**src/rtl/csa_pkg.sv**
```systemverilog
// rtl/csa_pkg.sv - shared constants and elaboration helpers for the pipelined carry-select adder
package csa_pkg;

    localparam logic OP_ADD = 1'b0;
    localparam logic OP_SUB = 1'b1;

    function automatic int seg_w(input int width, input int stages);
        return (stages > 0) ? width / stages : width;
    endfunction

    // Segments must split evenly into whole carry-select blocks
    function automatic bit cfg_ok(input int width, input int block, input int stages);
        return (stages >= 1) && (block >= 1) && (width >= 1) &&
               ((width % (stages * block)) == 0);
    endfunction

endpackage

```
**src/rtl/csa_segment.sv**
```systemverilog
// rtl/csa_segment.sv - combinational carry-select adder for one pipeline segment (c_msb only with CSA_OVERFLOW_EN)
module csa_segment #(
    parameter int SEG_W = 16,
    parameter int BLOCK = 4
) (
    input  logic [SEG_W-1:0] a,
    input  logic [SEG_W-1:0] b,
    input  logic             cin,
    output logic [SEG_W-1:0] sum,
    output logic             cout
`ifdef CSA_OVERFLOW_EN
    ,
    output logic             c_msb
`endif
);

    localparam int NB = SEG_W / BLOCK;

    logic [NB:0] c;

    assign c[0] = cin;

    for (genvar j = 0; j < NB; j++) begin : g_blk
        logic [BLOCK-1:0] ab;
        logic [BLOCK-1:0] bb;

        assign ab = a[j*BLOCK +: BLOCK];
        assign bb = b[j*BLOCK +: BLOCK];

        if (j == 0) begin : g_direct
            logic [BLOCK:0] s;
            assign s = {1'b0, ab} + {1'b0, bb} + {{BLOCK{1'b0}}, c[0]};
            assign sum[j*BLOCK +: BLOCK] = s[BLOCK-1:0];
            assign c[j+1] = s[BLOCK];
        end else begin : g_select
            // Both carry hypotheses are ready before the block carry arrives
            logic [BLOCK:0] s0;
            logic [BLOCK:0] s1;
            assign s0 = {1'b0, ab} + {1'b0, bb};
            assign s1 = {1'b0, ab} + {1'b0, bb} + {{BLOCK{1'b0}}, 1'b1};
            assign sum[j*BLOCK +: BLOCK] = c[j] ? s1[BLOCK-1:0] : s0[BLOCK-1:0];
            assign c[j+1] = c[j] ? s1[BLOCK] : s0[BLOCK];
        end
    end

    assign cout = c[NB];

`ifdef CSA_OVERFLOW_EN
    assign c_msb = a[SEG_W-1] ^ b[SEG_W-1] ^ sum[SEG_W-1];
`endif

endmodule

```
**src/rtl/csa_pipe_adder.sv**
```systemverilog
// rtl/csa_pipe_adder.sv - pipelined carry-select adder/subtractor, one segment per stage; CSA_OVERFLOW_EN adds ovf
module csa_pipe_adder
    import csa_pkg::*;
#(
    parameter int WIDTH  = 32,
    parameter int BLOCK  = 4,
    parameter int STAGES = 2
) (
    input  logic             clock,
    input  logic             reset,
    input  logic             in_valid,
    output logic             in_ready,
    input  logic [WIDTH-1:0] a,
    input  logic [WIDTH-1:0] b,
    input  logic             cin,
    input  logic             sub,
    output logic             out_valid,
    input  logic             out_ready,
    output logic [WIDTH-1:0] sum,
    output logic             cout
`ifdef CSA_OVERFLOW_EN
    ,
    output logic             ovf
`endif
);

    localparam int SEG = seg_w(WIDTH, STAGES);

    if (!cfg_ok(WIDTH, BLOCK, STAGES)) begin : g_cfg_err
        $error("csa_pipe_adder: WIDTH must be a multiple of STAGES*BLOCK and STAGES >= 1");
    end

    logic             adv;
    logic [WIDTH-1:0] b_eff;

    logic             v_i [STAGES];
    logic             c_i [STAGES];
    logic [WIDTH-1:0] a_i [STAGES];
    logic [WIDTH-1:0] b_i [STAGES];
    logic [WIDTH-1:0] s_i [STAGES];

    logic             v_q [STAGES];
    logic             c_q [STAGES];
    logic [WIDTH-1:0] a_q [STAGES];
    logic [WIDTH-1:0] b_q [STAGES];
    logic [WIDTH-1:0] s_q [STAGES];

    logic [SEG-1:0]   seg_sum [STAGES];
    logic             seg_c   [STAGES];
`ifdef CSA_OVERFLOW_EN
    logic             seg_cm  [STAGES];
    logic             ovf_q;
`endif

    // Whole pipeline moves as one; a full stall freezes every stage including bubbles
    assign adv      = ~out_valid | out_ready;
    assign in_ready = adv;

    // Subtraction folds into the add by inverting b once at entry; later stages never see sub
    assign b_eff = (sub == OP_SUB) ? ~b : b;

    for (genvar k = 0; k < STAGES; k++) begin : g_stage
        if (k == 0) begin : g_head
            assign v_i[k] = in_valid;
            assign c_i[k] = cin;
            assign a_i[k] = a;
            assign b_i[k] = b_eff;
            assign s_i[k] = '0;
        end else begin : g_link
            assign v_i[k] = v_q[k-1];
            assign c_i[k] = c_q[k-1];
            assign a_i[k] = a_q[k-1];
            assign b_i[k] = b_q[k-1];
            assign s_i[k] = s_q[k-1];
        end

        csa_segment #(
            .SEG_W (SEG),
            .BLOCK (BLOCK)
        ) u_seg (
            .a     (a_i[k][k*SEG +: SEG]),
            .b     (b_i[k][k*SEG +: SEG]),
            .cin   (c_i[k]),
            .sum   (seg_sum[k]),
            .cout  (seg_c[k])
`ifdef CSA_OVERFLOW_EN
            ,
            .c_msb (seg_cm[k])
`endif
        );

        always_ff @(posedge clock) begin
            if (reset) begin
                v_q[k] <= 1'b0;
                c_q[k] <= 1'b0;
                a_q[k] <= '0;
                b_q[k] <= '0;
                s_q[k] <= '0;
            end else if (adv) begin
                v_q[k] <= v_i[k];
                c_q[k] <= seg_c[k];
                a_q[k] <= a_i[k];
                b_q[k] <= b_i[k];
                s_q[k] <= s_i[k];
                s_q[k][k*SEG +: SEG] <= seg_sum[k];
            end
        end
    end

`ifdef CSA_OVERFLOW_EN
    always_ff @(posedge clock) begin
        if (reset) begin
            ovf_q <= 1'b0;
        end else if (adv) begin
            ovf_q <= seg_cm[STAGES-1] ^ seg_c[STAGES-1];
        end
    end

    assign ovf = ovf_q;
`endif

    assign out_valid = v_q[STAGES-1];
    assign sum       = s_q[STAGES-1];
    assign cout      = c_q[STAGES-1];

endmodule

```
**config.mk**
```make
export PLATFORM = sky130hd
export DESIGN_NAME = csa_pipe_adder
export DESIGN_NICKNAME = d
export VERILOG_FILES = /design/src/rtl/csa_pkg.sv /design/src/rtl/csa_segment.sv /design/src/rtl/csa_pipe_adder.sv
export SDC_FILE = /design/constraint.sdc
export NUM_CORES = 1
export LEC_CHECK = 0
export BUFFER_PORTS_ARGS = -buffer_cell sky130_fd_sc_hd__buf_2
export CORE_AREA = 8 8 119 121
export CTS_CLUSTER_DIAMETER = 40
export DETAILED_ROUTE_END_ITERATION = 10
export DIE_AREA = 0 0 127 129
export PLACE_DENSITY = 0.73
export SETUP_SLACK_MARGIN = 0.2
export SLEW_MARGIN = 20
export SYNTH_ARGS = -nofsm -noshare
export SYNTH_HDL_FRONTEND = slang
export SYNTH_HIERARCHICAL = 1
export SYNTH_SLANG_ARGS = --single-unit
```
**constraint.sdc**
```tcl
create_clock -name clock -period 4.1 [get_ports clock]
set_clock_uncertainty 0.05 [all_clocks]
set_input_delay 0.82 -clock clock [delete_from_list [all_inputs] [get_ports clock]]
set_output_delay 0.82 -clock clock [all_outputs]
set_load 0.02 [all_outputs]
```
### Word level (Yosys, flattened, before mapping)

Memory sizes are Yosys's and may differ from the RTL's.
Cells that the tools add are included.

* memories: 5
* flip-flop bits (word level): 0
* logic and storage cells: 66
* memory bits (writable): 196
* output and inout port bits: 35
* input port bits: 70

Memory list
* a_q: depth 2, width 32, rd ports 1, clocked after memory_dff 0, write ports 2, line csa_pipe_adder.sv:44 `logic [WIDTH-1:0] a_q [STAGES];`
* b_q: depth 2, width 32, rd ports 1, clocked after memory_dff 0, write ports 2, line csa_pipe_adder.sv:45 `logic [WIDTH-1:0] b_q [STAGES];`
* s_q: depth 2, width 32, rd ports 2, clocked after memory_dff 0, write ports 2, line csa_pipe_adder.sv:46 `logic [WIDTH-1:0] s_q [STAGES];`
* c_q: depth 2, width 1, rd ports 2, clocked after memory_dff 0, write ports 2, line csa_pipe_adder.sv:43 `logic c_q [STAGES];`
* v_q: depth 2, width 1, rd ports 2, clocked after memory_dff 0, write ports 2, line csa_pipe_adder.sv:42 `logic v_q [STAGES];`

* $add $sub $neg: 16
* bitwise gates (word level): 15
* mux-type cells: 30

Operators by type and width (number)
* $mux 32: 7
* $add 4x4->5: 8
* $mux 16: 2
* $not 32->32: 1
* $add 5x1->5 const B: 6
* $mux 4: 6
* $mux 1: 15
* $or 1x1->1: 13
* $add 5x1->5: 2
* $not 1->1: 1

### Logic depth before layout (Yosys ltp)

Gate-level depths: netlist (run 1).

* depth after elaboration: 8
* gate-level depth with buffers: 15
* gate-level depth less buffers: 13

### By module

Netlist (run 1), hierarchy kept.

Modules (own cells, without submodules)
* csa_pipe_adder: cells each 226, seq. area each 2522.4 µm², area an instance 3774.9 µm², instances 1
* csa_segment (g_stage[0].u_seg): cells each 95, seq. area each 0.0 µm², area an instance 830.8 µm², instances 1
* csa_segment (g_stage[1].u_seg): cells each 95, seq. area each 0.0 µm², area an instance 825.8 µm², instances 1

### Least setup slack after synthesis (run 1)

Ideal clock, no wire load.

* path type: input port to flip-flop
* start: input port sub
* end: memory s_q[0][13], data pin
* setup slack: 0.019 ns
* buffers on the path: 2
* required time: 3.781 ns
* stages: 14
* arrival time: 3.762 ns
* setup time: 0.269 ns
* cell sequence: buf_2 > buf_4 > xor2_1 > inv_1 > fa_1 > fa_1 > nand2b_1 > a21oi_2 > nor4b_4 > xnor2_2 > a21boi_2 > nand2b_1 > mux2_1 > nor3b_1

RTL lines
* start: declaration: line csa_pipe_adder.sv:16 `input logic sub,`
* end: declaration: line csa_pipe_adder.sv:46

==> flow_metrics.py, run 1 <==
metrics = {
    "clock_tree": {
        "cts-resized-gates": 0,
        "cts_root_buf": "clkbuf_16",
        "cts_buffers": 9,
        "clkSinkCount": 84,
        "cts_buffer_depth": 2,
        "postCtsHoldBufs": 0,
        "cts_max_level": 3,
        "tritoncts": "built",
        "clk_pin_slew_ps": 60,
        "post_cts_buffers": 0,
        "clk_latency_ps": 330,
    },
    "critical_path": {
        "criticalPathCategory": "input port to flip-flop",
        "cp_slowest_stage_delay_ps": 390,
        "startpoint": "sub",
        "worstSetupStartpointType": "input port",
        "reg2regPathDepth": 11,
        "cp-endpoint": "s_q[0][13]$_SDFFCE_PN0P_",
        "cp_data_arrival_time_ps": 3720,
        "cp_max_fo": 6,
        "slowest_stage": "fa_2",
        "crit_chain": "buf_2 -> xor2_1 -> inv_1 -> fa_2 -> fa_2 -> nand2b_4 -> a21oi_4 -> nor4b_4 -> xnor2_2 -> a21boi_2 -> nand2b_4 -> mux2_1 -> nor3b_1",
        "r2r-start": "a_q[0][16]$_SDFFCE_PN0P_",
        "r2r_end": "s_q[1][29]$_SDFFCE_PN0P_",
        "r2r_slack_ps": 700,
        "critPathCaptureType": "flip-flop",
        "critPathRequiredTime_ps": 4110,
    },
    "die": {
        "row_count": 41,
        "core-area_sq_um": 12300,
        "start_util_pct": 44.1,
        "ios": 105,
        "dieHeight_microns": 129,
        "die-area_sq_um": 16400,
        "die_x_microns": 127,
    },
    "drt": {
        "firstDrtPassIters": 6,
        "drc": 0,
        "finalWirelength_microns": 10600,
        "ant_nets": 0,
        "vias_per_cell": 5.00,
        "vias": 3347,
        "drtIter0Drc": 196,
        "wl_per_cell_microns": 15.8,
    },
    "flow_run": {
        "max_cap_viol_count": 0,
    },
    "synth": {
        "synthFlopType": "edfxtp_1",
        "synth_nets": 532,
        "synthArstFlopShare_pct": 0,
        "syn_area_sq_um": 5430,
        "synth_edf_count": 84,
        "ys_types": 37,
        "yosysWarningCount": 6,
        "syn_inst": 416,
        "synthTopCellsByCount": "edfxtp_1, xnor2_1, nor3b_1, ha_1, nor3b_2",
        "synth_top_area_share_pct": 46.4,
        "ys_top_cells_by_area": "edfxtp_1, ha_1, nor3b_2",
        "yosys.area.top_type": "edfxtp_1",
        "ys_seq_area_share_pct": 46.4,
        "yosysMostFrequentCell": "edfxtp_1",
        "synth-seq-cells": 84,
        "syn_avg_cell_area_sq_um": 13.1,
    },
    "finish": {
        "final_util_pct": 52.0,
        "num_antenna_cells": 0,
        "nets": 631,
        "syn_to_final_growth_pct": 17.8,
        "final_cell_area_sq_um": 6400,
        "final_layout_size_suffix_gt1_share_pct": 36.0,
    },
    "worst_hold_path": {
        "min_path_type": "flip-flop to flip-flop",
    },
    "sta": {
        "min_period_ps": 3710,
        "max-slew-margin-rel_pct": 52.5,
        "hold_violations": 0,
        "setup-violations-final": 0,
        "slew_violations": 0,
        "finalCritPeriodShare_pct": 90.5,
        "rsz0062_at_grt": "false",
        "max_freq_mhz": 270,
        "worstMarginPinSlew_ps": 713,
        "fin_tns_setup_ps": 0,
        "layout_setup_ws_ps": 391,
    },
    "power": {
        "max-vdd-ir-drop_mv": 0.157,
        "power.leakage_uw": 0.00287,
        "power_density_nw_per_um2": 415,
        "p_total_uw": 2660,
    },
    "global_route": {
        "grt_max_degree": 52,
        "grt_pass1_wl_microns": 17200,
        "grt-ovfl-total": 0,
        "grt.total_usage_pct": 13.2,
        "antenna_found_initial": 0,
        "grt_pass1_vias": 3598,
    },
    "placed_design": {
        "io_buffers": 104,
        "place.gp.congestion": 0.777,
        "dp_hpwl_microns": 7840,
        "place_worst_setup_slack_ps": 36.5,
        "post_dp_cell_area_sq_um": 6080,
    },
    "run_status": {
        "status": "finished, final reports clean",
    },
}
==> cells in the final DEF, fill, tap and decap left out, drive strengths merged, types with 9 or more instances in the layout <==
master,instances
a21o,12
nor3b,68
nor3,16
xor2,24
fa,10
a21oi,18
nand2,12
buf,111
inv,29
ha,36
edfxtp,84
clkbuf,9
xnor2,44
==> report_power, final <==
part | internal, uW | leakage, uW | switching (uW)
combinational | 327 | 0.00174 | 361
clock | 531 | 0.000155 | 324
sequential | 1080 | 0.000976 | 32.6
total | 1940 | 0.00287 | 718
==> per-layer routing <==
metal | vias to the layer above | wire length [microns] | share of wire (%) | GRT usage (%)
met4 | 0 | 189 | 1.8 | 5.60
met2 | 61 | 5480 | 52 | 23.7
met5 | - | 0 | 0 | 0
met3 | 12 | 425 | 4.0 | 3.02
li1 | 1675 | - | - | -
met1 | 1599 | 4480 | 42 | 14.6
==> worst max-delay path: cells and delay by family <==
family | cells | cell delay [ps]
buf+inv | 2 | 260
fa+ha+maj | 2 | 760
xor+xnor | 2 | 340
mux | 1 | 310
compound gates | 2 | 460
simple gates | 4 | 750
==> final cells by class <==
cell class | instances | area (sq um)
fill | 1080 | 5920
multi-input combinational | 280 | 2670
sequential | 84 | 2520
timing repair buffer | 111 | 588
clock buffer | 9 | 225
tap | 150 | 188
inverter | 29 | 109
clock inverter | 7 | 91.3
==> through the flow <==
stage                     hold slack [ps]  std cells
final                                 556        670
after global routing                  588        670
after CTS                             565        670
after detailed placement              543        654
after global placement                536        654
after floorplan                       520        416
==> worst min path at each step <==
| stage | start | endpoint | slack [ps] | cells after the start |
|---|---|---|---|---|
| after floorplan | s_q[0][0]$_SDFFCE_PN0P_ | s_q[1][0]$_SDFFCE_PN0P_ | 520 | 1 |
| after global placement | s_q[0][8]$_SDFFCE_PN0P_ | s_q[1][8]$_SDFFCE_PN0P_ | 540 | 1 |
| after detailed placement | s_q[0][0]$_SDFFCE_PN0P_ | s_q[1][0]$_SDFFCE_PN0P_ | 540 | 1 |
| after CTS | s_q[0][8]$_SDFFCE_PN0P_ | s_q[1][8]$_SDFFCE_PN0P_ | 570 | 1 |
| after global routing | v_q[0]$_DFFE_PP_ | v_q[1]$_SDFFCE_PN0P_ | 590 | 1 |
| final | s_q[0][8]$_SDFFCE_PN0P_ | s_q[1][8]$_SDFFCE_PN0P_ | 560 | 1 |
==> state kept, by name, summed over array words and instances, names as in the netlist <==
| register | cells |
|---|---|
| a_q | 16 |
| c_q | 2 |
| v_q | 2 |
| b_q | 16 |
| s_q | 48 |
==> cells by family after synthesis <==
kind of cell	share of synthesized area [%]
AOI/OAI and AO/OA	4.05
xor gates and xnor gates	11.5
adders and majority gates	12.0
buffers and inverters	5.00
DFF	46.4
muxes	0.829
and+or+nand+nor	20.2
Power figures use the tool's default switching activity.
==> run 2, diff against run 1 <==
CELL_PAD_IN_SITES_DETAIL_PLACEMENT = 1   (was unset)
CELL_PAD_IN_SITES_GLOBAL_PLACEMENT = 1   (was unset)
CORE_AREA = 8 8 125 127   (was 8 8 119 121)
DIE_AREA = 0 0 133 135   (was 0 0 127 129)
PLACE_DENSITY = 0.8   (was 0.73)
==> run 2 against run 1 <==
Compared with the run above:
- final cell count rose by 4.3%
- first-iteration DRC count decreased by 39%
- critical endpoint unchanged
- wire length rose by 14%
- clock power up 2.3%
- non-clock buffer count shrank 1
- hold slack lost 1.5 ps
- highest routed layer unchanged
- die area up 9.6%
- combinational power is 2% higher
- via count grew 4.4%
- critical path depth unchanged
- register-to-register slack lost 120 ps
==> flow_metrics.py, run 2 (synthesis results as in run 1) <==
metrics = {
    "run_status": {
        "status": "finished, final reports clean",
    },
    "global_route": {
        "grt_pass1_wl_microns": 19800,
        "antenna_found_initial": 0,
        "grt_pass1_vias": 3969,
        "grt-ovfl-total": 0,
        "grt.total_usage_pct": 14.1,
        "grt_max_degree": 85,
    },
    "finish": {
        "top_regs": "s_q x48, a_q x16, b_q x16",
        "layout_common_cells": "buf_2, edfxtp_1, xnor2_1",
        "final_cell_area_sq_um": 6430,
        "num_antenna_cells": 0,
        "multi_input_area_sq_um": 2670,
        "nets": 630,
        "final_layout_size_suffix_gt1_share_pct": 35.6,
        "top_register": "s_q",
        "layout_commonest_cell": "buf_2",
        "stdcell_count": 699,
        "largest_register_ffs": 48,
        "syn_to_final_growth_pct": 18.4,
        "fillerInstances": 1473,
        "ff_latch_area_sq_um": 2520,
    },
    "critical_path": {
        "critPathRequiredTime_ps": 4130,
        "worstSetupStartpointType": "input port",
        "cp_data_arrival_time_ps": 3740,
        "r2r-start": "a_q[0][16]$_SDFFCE_PN0P_",
        "startpoint": "sub",
        "critPathCaptureType": "flip-flop",
        "cp_max_fo": 6,
        "criticalPathCategory": "input port to flip-flop",
    },
    "drt": {
        "vias": 3493,
        "wl_per_cell_microns": 17.2,
        "ant_nets": 0,
        "firstDrtPassIters": 4,
        "finalWirelength_microns": 12000,
        "drc": 0,
        "vias_per_cell": 5.00,
        "drtIter0Drc": 119,
    },
    "placed_design": {
        "io_buffers": 104,
        "dp_cells": 682,
        "place.gp.congestion": 0.778,
        "place_worst_setup_slack_ps": -8.69,
        "dp_hpwl_microns": 8730,
        "post_dp_cell_area_sq_um": 6090,
    },
    "power": {
        "clkPwrFrac_pct": 32.5,
        "power_density_nw_per_um2": 419,
        "max-vdd-ir-drop_mv": 0.205,
        "power.leakage_uw": 0.00287,
        "p_comb_share_pct": 26.0,
        "internal_power_uw": 1940,
        "seqPwrFrac_pct": 41.5,
        "swShare_pct": 28.0,
        "p_sw_uw": 753,
    },
    "sta": {
        "hold_slack_ps": 555,
        "max_freq_mhz": 270,
        "layout_setup_ws_ps": 391,
        "hold_violations": 0,
        "rsz0062_at_grt": "false",
        "max-slew-margin-rel_pct": 52.5,
        "slew_violations": 0,
        "fin_tns_setup_ps": 0,
        "finalCritPeriodShare_pct": 90.5,
        "setup-violations-final": 0,
        "min_period_ps": 3710,
        "worstMarginPinSlew_ps": 712,
    },
    "die": {
        "die_x_microns": 133,
        "core-area_sq_um": 13600,
        "row_count": 43,
        "dieHeight_microns": 135,
        "die-area_sq_um": 18000,
        "ios": 105,
        "start_util_pct": 39.9,
    },
    "worst_hold_path": {
        "holdCritStartpoint": "s_q[0][5]$_SDFFCE_PN0P_",
        "min_path_type": "flip-flop to flip-flop",
    },
    "clock_tree": {
        "cts-resized-gates": 0,
        "cts_buffers": 9,
        "cts_root_buf": "clkbuf_16",
        "clk_latency_ps": 360,
        "clk_pin_slew_ps": 70,
        "cts_max_level": 3,
        "postCtsHoldBufs": 0,
        "post_cts_buffers": 0,
        "cts_buffer_depth": 2,
        "tritoncts": "built",
        "clkSinkCount": 84,
    },
    "flow_run": {
        "max_cap_viol_count": 0,
    },
}
## run 2: routing by layer
metal  vias to the layer above  track usage, %  wire length, microns
met1                      1726            15.8                  5160
met4                         0            5.80                   206
li1                       1678               -                     -
met2                        74            24.4                  6130
met5                         -               0                     0
met3                        15            4.46                   545
## run 2: final timing paths
path              cells after the start                        to  slack [ps]
hold / removal                        1   s_q[1][5]$_SDFFCE_PN0P_         560
setup reg to reg                     11  s_q[1][29]$_SDFFCE_PN0P_         580
hold reg to reg                       1   s_q[1][5]$_SDFFCE_PN0P_         560
setup / recovery                     13  s_q[0][13]$_SDFFCE_PN0P_         390
## run 2: metrics by stage
stage | total power, uW | util (%)
after global placement | 1800 | 44.7
final | 2690 | 47.3
after CTS | 2730 | 47.1
after floorplan | 1650 | -
after global routing | 2830 | 47.3
after detailed placement | 1840 | 44.7
## run 2: critical path, cell delays in order
cell and delay [ps]:
buf_2 160, xor2_1 200, inv_1 80, fa_2 360, fa_2 390, nand2b_4 160
a21oi_4 220, nor4b_4 270, xnor2_2 180, a21boi_2 240, nand2b_4 180, mux2_1 330
nor3b_1 150
## run 2: final cells by class
| cell class | instances | share of cell area (%) |
|---|---|---|
| clock buffers | 9 | 3.50 |
| flip-flops and latches | 84 | 39.2 |
| multi-input cells | 280 | 41.5 |
| repair buffers | 110 | 9.14 |
| inverters | 29 | 1.69 |
| well taps | 180 | 3.50 |
| clock inverters | 7 | 1.40 |
## run 2: power by group through the flow
stage               combinational, uW  sequential [uW]  clock, uW
global route                      775             1130        926
global placement                  671             1130          0
CTS                               710             1120        899
floorplan                         461             1190          0
finish                            701             1120        875
detailed placement                704             1140          0
==> run 3, diff against run 2 <==
--- a/config.mk
+++ b/config.mk
@@ -13,4 +13,5 @@
 export DETAILED_ROUTE_END_ITERATION = 10
 export DIE_AREA = 0 0 133 135
+export GPL_TIMING_DRIVEN = 0
 export PLACE_DENSITY = 0.8
 export SETUP_SLACK_MARGIN = 0.2
@@ -20,2 +21,3 @@
 export SYNTH_HIERARCHICAL = 1
 export SYNTH_SLANG_ARGS = --single-unit
+export TNS_END_PERCENT = 10
--- a/constraint.sdc
+++ b/constraint.sdc
@@ -3,3 +3,3 @@
 set_input_delay 0.82 -clock clock [delete_from_list [all_inputs] [get_ports clock]]
 set_output_delay 0.82 -clock clock [all_outputs]
-set_load 0.02 [all_outputs]
+set_load 0.05 [all_outputs]
==> run 3 against run 2 <==
Compared with the run above:
- design area grew 3.8%
- final cell count up 3.4%
- via count rose by 3.8%
- clock power up 14%
- combinational power is 22% higher
- hold slack better by 9.6 ps
- sequential share of layout area fell by 1.4 points
- register-to-register slack worse by 50 ps
- sequential power barely moved
- critical path type unchanged
- critical endpoint is now s_q[0][15]$_SDFFCE_PN0P_
- largest cell class unchanged
==> flow_metrics.py, run 3 (synthesis results as in run 1) <==
metrics = {
    "clock_tree": {
        "cts_root_buf": "clkbuf_16",
        "clkSinkCount": 84,
        "cts_buffers": 9,
        "postCtsHoldBufs": 0,
        "cts_max_level": 3,
        "tritoncts": "built",
        "cts_buffer_depth": 2,
        "clk_pin_slew_ps": 70,
        "clk_latency_ps": 340,
    },
    "global_route": {
        "grt.total_usage_pct": 14.7,
        "antenna_found_initial": 1,
        "grt-ovfl-total": 0,
        "grt_max_degree": 49,
        "grt_pass1_vias": 4111,
        "grt_pass1_wl_microns": 20700,
    },
    "critical_path": {
        "r2r-start": "a_q[0][16]$_SDFFCE_PN0P_",
        "cp_data_arrival_time_ps": 3840,
        "critPathCaptureType": "flip-flop",
        "startpoint": "sub",
        "worstSetupStartpointType": "input port",
        "criticalPathCategory": "input port to flip-flop",
        "reg2regPathDepth": 11,
        "critPathRequiredTime_ps": 4210,
        "cp_max_fo": 7,
    },
    "die": {
        "die_x_microns": 133,
        "dieHeight_microns": 135,
        "start_util_pct": 39.9,
        "ios": 105,
        "die-area_sq_um": 18000,
        "row_count": 43,
        "core-area_sq_um": 13600,
    },
    "sta": {
        "finalCritPeriodShare_pct": 90.8,
        "max_freq_mhz": 268,
        "max-slew-margin-rel_pct": 60.3,
        "hold_slack_ps": 565,
        "rsz0062_at_grt": "false",
        "layout_setup_ws_ps": 375,
        "min_period_ps": 3720,
        "worstMarginPinSlew_ps": 596,
        "setup-violations-final": 0,
        "slew_violations": 0,
        "hold_violations": 0,
    },
    "drt": {
        "finalWirelength_microns": 13100,
        "drtIter0Drc": 102,
        "vias": 3624,
        "drc": 0,
        "wl_per_cell_microns": 18.1,
        "ant_nets": 0,
        "firstDrtPassIters": 4,
        "vias_per_cell": 5.01,
    },
    "worst_hold_path": {
        "holdCritStartpoint": "s_q[0][3]$_SDFFCE_PN0P_",
        "min_path_type": "flip-flop to flip-flop",
        "hold-path-cell-count": 1,
    },
    "finish": {
        "num_antenna_cells": 0,
        "syn_to_final_growth_pct": 22.9,
        "top_regs": "s_q x48, a_q x16, b_q x16",
        "layout_commonest_cell": "buf_2",
        "top_register": "s_q",
        "nets": 654,
        "largest_register_ffs": 48,
        "layout_common_cells": "buf_2, edfxtp_1, xnor2_1",
        "final_util_pct": 49.0,
        "final_layout_size_suffix_gt1_share_pct": 38.1,
        "fillerInstances": 1453,
    },
    "placed_design": {
        "place.gp.congestion": 0.782,
        "io_buffers": 102,
        "dp_hpwl_microns": 9830,
        "place_worst_setup_slack_ps": -76.3,
    },
    "power": {
        "max-vdd-ir-drop_mv": 0.200,
        "power_density_nw_per_um2": 444,
        "p_total_uw": 2960,
        "power.leakage_uw": 0.00301,
    },
    "run_status": {
        "status": "finished, final reports clean",
    },
    "flow_run": {
        "max_cap_viol_count": 0,
    },
}
==> run 3: path summary, 6_finish.rpt <==
check | endpoint | slack, ps
setup / recovery | s_q[0][15]$_SDFFCE_PN0P_ | 380
hold reg to reg | s_q[1][3]$_SDFFCE_PN0P_ | 560
setup reg to reg | s_q[1][31]$_SDFFCE_PN0P_ | 530
hold / removal | s_q[1][3]$_SDFFCE_PN0P_ | 560
==> run 3: routing by layer <==
| metal | track usage [%] | part of all wire [%] | vias up |
|---|---|---|---|
| met3 | 3.86 | 4.6 | 16 |
| met4 | 4.54 | 1.5 | 2 |
| met1 | 16.4 | 41 | 1797 |
| met5 | 0 | 0.092 | - |
| met2 | 26.9 | 53 | 80 |
| li1 | - | - | 1729 |
==> run 3: per-stage QoR <==
step | instances | setup TNS (ps) | instance area [sq um]
global route | 723 | 0 | 6680
global placement | 698 | -34620 | 6200
CTS | 715 | 0 | 6600
floorplan | 416 | 0 | 5470
finish | 723 | 0 | 6680
detailed placement | 699 | -217 | 6240
==> run 3: what timing repair did <==
item | CTS | global route
buffers inserted | 0 | 8
endpoints found under the setup margin | 0 | 4
gates resized for setup | 0 | 3
==> run 3: area by class of cell <==
class                           count  area, sq um  share of cell area, %
Multi-Input combinational cell    280         2680                   40.1
Buffer                             23          178                   2.66
Tap cell                          180          225                   3.37
Clock buffer                       10          229                   3.43
Timing Repair Buffer              111          598                   8.96
Clock inverter                      6          136                   2.04
Inverter                           29          109                   1.63
Sequential cell                    84         2520                   37.8
==> run 3: critical path, stage by stage <==
cell and delay (ps):
buf_4 150, buf_12 140, xor2_1 150, inv_1 70
fa_2 360, fa_2 390, nand2b_4 160, a21oi_4 180
nor4b_4 270, xnor2_2 210, a21boi_2 140, nor4b_1 360
xor2_1 190, nor3b_1 240
==> run 3: report_power, final <==
group | switching [uW] | internal, uW
clock | 335 | 658
combinational | 498 | 355
sequential | 37.7 | 1080
total | 871 | 2090
